==> src/rtl/latch_bank_arbiter.sv <==
// Round-robin arbiter sequencing safe writes (setup / enable window / hold) into a shared D-latch bank.
// Define LATCH_ARB_FIXED_PRIO_EN for fixed lowest-index-wins priority instead of round-robin.
module latch_bank_arbiter #(
    parameter int NREQ      = 4,
    parameter int WIDTH     = 8,
    parameter int EN_CYCLES = 2
) (
    input  logic                  clk,
    input  logic                  reset,
    input  logic [NREQ-1:0]       req,
    input  logic [NREQ*WIDTH-1:0] d,
    output logic [NREQ-1:0]       gnt,
    output logic [NREQ-1:0]       ack,
    output logic                  busy,
    output logic [WIDTH-1:0]      latch_d,
    output logic                  latch_en,
    output logic                  latch_rst_n
);
    localparam int IW = (NREQ > 1) ? $clog2(NREQ) : 1;
    localparam int CW = (EN_CYCLES > 1) ? $clog2(EN_CYCLES) : 1;

    typedef enum logic [1:0] {IDLE, SETUP, OPEN, CLOSE} state_t;

    state_t        state;
    logic [CW-1:0] cnt;
    logic          rst_q;
    logic [IW-1:0] pick;
    logic          pick_vld;
    logic [IW-1:0] idx;

`ifndef LATCH_ARB_FIXED_PRIO_EN
    logic [IW-1:0] ptr;
    logic [IW-1:0] win;
`endif

    // First requesting index, scanning upward from the search origin
    always_comb begin
        pick     = '0;
        pick_vld = 1'b0;
        idx      = '0;
        for (int i = 0; i < NREQ; i++) begin
`ifdef LATCH_ARB_FIXED_PRIO_EN
            idx = IW'(i);
`else
            idx = IW'((int'(ptr) + i) % NREQ);
`endif
            if (!pick_vld && req[idx]) begin
                pick     = idx;
                pick_vld = 1'b1;
            end
        end
    end

    always_ff @(posedge clk) begin
        // Bank reset is held one extra cycle past the release of reset
        rst_q       <= reset;
        latch_rst_n <= !(reset || rst_q);
        if (reset) begin
            state    <= IDLE;
            gnt      <= '0;
            ack      <= '0;
            busy     <= 1'b0;
            latch_d  <= '0;
            latch_en <= 1'b0;
`ifndef LATCH_ARB_FIXED_PRIO_EN
            ptr      <= '0;
`endif
        end else begin
            ack <= '0;
            case (state)
                IDLE: begin
                    if (pick_vld && latch_rst_n) begin
                        state   <= SETUP;
                        gnt     <= NREQ'(1) << pick;
                        latch_d <= d[int'(pick)*WIDTH +: WIDTH];
                        busy    <= 1'b1;
`ifndef LATCH_ARB_FIXED_PRIO_EN
                        win     <= pick;
`endif
                    end
                end
                SETUP: begin
                    state    <= OPEN;
                    latch_en <= 1'b1;
                    cnt      <= CW'(EN_CYCLES - 1);
                end
                OPEN: begin
                    if (cnt == '0) begin
                        state    <= CLOSE;
                        latch_en <= 1'b0;
                        ack      <= gnt;
                    end else begin
                        cnt <= cnt - 1'b1;
                    end
                end
                CLOSE: begin
                    state <= IDLE;
                    gnt   <= '0;
                    busy  <= 1'b0;
`ifndef LATCH_ARB_FIXED_PRIO_EN
                    ptr   <= (win == IW'(NREQ - 1)) ? '0 : win + IW'(1);
`endif
                end
                default: state <= IDLE;
            endcase
        end
    end
endmodule

==> config.mk <==
export PLATFORM = sky130hd
export DESIGN_NAME = latch_bank_arbiter
export DESIGN_NICKNAME = d
export VERILOG_FILES = /design/src/rtl/latch_bank_arbiter.sv
export SDC_FILE = /design/constraint.sdc
export NUM_CORES = 1
export LEC_CHECK = 0
export BUFFER_PORTS_ARGS = -buffer_cell sky130_fd_sc_hd__buf_2
export CAP_MARGIN = 20
export CORE_MARGIN = 8
export CORE_UTILIZATION = 50
export DETAILED_ROUTE_END_ITERATION = 10
export MAX_ROUTING_LAYER = met4
export PLACE_DENSITY = 0.84
export SETUP_SLACK_MARGIN = 0.2
export SYNTH_ARGS = -nofsm -noshare
export SYNTH_HDL_FRONTEND = slang
export SYNTH_SLANG_ARGS = --single-unit
==> constraint.sdc <==
create_clock -name clk -period 3.2 [get_ports clk]
set_input_delay 0.64 -clock clk [delete_from_list [all_inputs] [get_ports clk]]
set_output_delay 0.64 -clock clk [all_outputs]
set_load 0.01 [all_outputs]
==> reports/summary.txt <==
CTS clock-pin slew for the worst setup and hold paths - 140 ps
FF-to-FF End - latch_d[1]$_SDFFE_PP0P_
Period utilization - 60.7%
Initial Util - 52.5%
R2r worst-path depth - 7
WL/cell - 16.1 um
Global-route wire length before repair - 5.29 mm
Number of synthesized flops with an enable pin - 3
Outcome - completed
CTS sink count - 27
Worst setup margin - 1260 ps
Grt met3 use - 5.37%
Top cell type's share of synthesized area - 36.9%
Most used flip-flop cell after synthesis - dfxtp_1
Initial antenna violation count - 0
Die area - 4490 um^2
Mapped Avg Cell Area - 10.2 um^2
Rows - 18
Clk root buf - clkbuf_4
Final Instance Count excl. Fillers - 213
Die Height - 67.0 um
Cell taking the most area after synthesis - dfxtp_1
Slowest stage delay, CP - 350 ps
PortBufs - 56
Hold path startpoint - rst_q$_DFF_P_
Vias in the first global route - 1,172
Max FO, Critical Path - 13
Final hold vios - 0
Final routed DRC violation total - 0
Clock buffer count from CTS - 3
VDD IR max - 0.463 mV
Kind of critical path - flop to flop
Max Clock Skew - 9.09 ps
Layout cell share with drive strength beyond 1 - 36.1%
WHS Path Cells - 1
Worst reg2reg path startpoint - state[1]$_SDFFE_PP0P_
Nets - 227
CP Cell Sequence - inv_1 -> ha_1 -> inv_1 -> or2_4 -> nor2_1 -> nand2_1 -> o221ai_1
CP Data Required Time - 3450 ps
Setup Buffers After CTS - 0
CP Launch Type - flop
FF+latch count, synth - 27
H-tree depth - 1
Leakage - 0.000728 uW
Synth top area cells - dfxtp_1 (37%), mux2i_1 (15%), edfxtp_1 (6.9%)
Synth cell types - 28
Pwr per Cell Area - 516 nW/um^2
Cell count after placement - 209
Final Critical Period - 1940 ps
Layout area overhead - 24.5%
Final Setup Violations - 0
Core area - 2480 um^2
Total Neg Setup Slack - 0 ps
Top post-synthesis cells by count - dfxtp_1 (24), mux2i_1 (19), nor2_1 (14)
CTS tree - yes
Hold_buf cts - 0
FF/Latch Area - 571 um^2
Max Freq - 515 MHz
Tot GR Track Use - 15.6%
Clk_lat worst skew - 340 ps
Area taken by multi-input logic gates - 674 um^2
Syn nets - 171
Vias - 1,174
Pre-CTS WS - 1050 ps
RD Place Congestion - 0.874
WP data arrival - 2200 ps
Die outline width - 67.0 um
Starting DRT DRC Count - 56
FF-to-FF setup slack - 1260 ps
Hold worst-path end - latch_rst_n$_DFF_P_
Slew Viols, Final - 0
Largest net degree at the start of global routing - 24
Max Cap Viol - 0
Most frequent cell on the critical path - inv_1
Slowest cell on the critical path - dfxtp_1
Synth Warn # - 0
Asr flop ratio synth - 0%
Total routed wirelength - 3.43 mm
Number of diodes - 0
Grt met2 use - 25.9%
Relative slew slack - 70.6%
Fill count - 214
Io pins - 57
Final HPWL DP - 2.70 mm
Detail Route Antenna Nets - 0
Drt pass-1 iters - 4
CP Capture Type - flop
Synthesized area - 1300 um^2
GRT met1 Usage - 15.7%
Seq/Total Area, Yosys - 43.8%
Clock buffer depth - 2
Mapped Cells - 128
Via-per-instance ratio - 5.51
Gr busiest metal - met2
RSZ-0062 raised after global routing - false
Count leader, synth - dfxtp_1
Actual slew at the worst max-slew pin - 439 ps
Total grt overflow - 0
Worst hold-check path type - flop to flop
CTS resizes - 0
==> worst max path at each step <==
stage	start	endpoint	slack (ps)	cells after the start
2_1_floorplan	req[2]	gnt[3]$_SDFFE_PP0P_	1450	6
3_3_place_gp	req[2]	latch_d[2]$_SDFFE_PP0P_	1130	6
3_5_place_dp	req[2]	latch_d[1]$_SDFFE_PP0P_	1050	6
4_1_cts	state[1]$_SDFFE_PP0P_	latch_d[1]$_SDFFE_PP0P_	1300	7
5_1_grt	state[1]$_SDFFE_PP0P_	latch_d[1]$_SDFFE_PP0P_	1110	7
6_report	state[1]$_SDFFE_PP0P_	latch_d[1]$_SDFFE_PP0P_	1260	7
==> layout make-up <==
cell class / instances / share of cell area [%]
Clock buffer: 3 / 1.39
Clock inverter: 1 / 0.309
Inverter: 6 / 1.39
Multi-Input combinational cell: 89 / 41.6
Sequential cell: 27 / 35.2
Tap cell: 30 / 2.32
Timing Repair Buffer: 57 / 17.8
==> layer usage <==
layer,vias to the layer above,wire (um)
li1,574,-
met1,545,1240
met2,41,1820
met3,14,227
met4,0,141
met5,-,0
==> power breakdown <==
group / switching, uW / internal (uW)
clock network: 104 / 47.1
logic: 151 / 119
registers: 28.7 / 387
total: 284 / 553
==> registers in the layout, indices dropped and copies added, names as in the netlist <==
| name | flops |
|---|---|
| state | 2 |
| latch_en | 1 |
| latch_rst_n | 1 |
| ack | 4 |
| gnt | 4 |
| cnt | 1 |
| busy | 1 |
| win | 2 |
| latch_d | 8 |
| rst_q | 1 |
| ptr | 2 |
==> worst max-delay path: cells and delay by family (launching register included) <==
family | cells | cell delay, ps
adders and majority gates | 1 | 210
and+or+nand+nor | 3 | 830
buffers and inverters | 2 | 210
AOI/OAI and AO/OA | 1 | 270
DFF | 1 | 350
==> cell families after synthesis <==
group | after synthesis | synth area share, %
compound gates | 24 | 14.1
fa+ha+maj | 5 | 4.81
buf+inv | 12 | 4.81
flops | 27 | 43.8
mux | 19 | 14.6
simple gates | 41 | 17.8
==> stage by stage <==
step                utilization [%]  hold WS [ps]  total power, uW  cell area (um^2)
global placement               64.3           370              677              1590
floorplan                         -           368              602              1300
detailed placement             64.3           376              690              1590
finish                         65.4           395              837              1620
CTS                            65.4           396              840              1620
global route                   65.4           411              891              1620
==> placed cells by master (no fill, tap or decap), drive strengths merged, types with 2 or more instances in the layout <==
cell type	instances
clkbuf	3
nand2	5
and2	4
o221ai	8
a22oi	2
buf	57
nand2b	2
a21oi	8
edfxtp	3
nand3b	11
ha	5
nor2	14
dfxtp	24
inv	6
mux2i	19
Note: power is estimated with default switching activity, not from simulation.
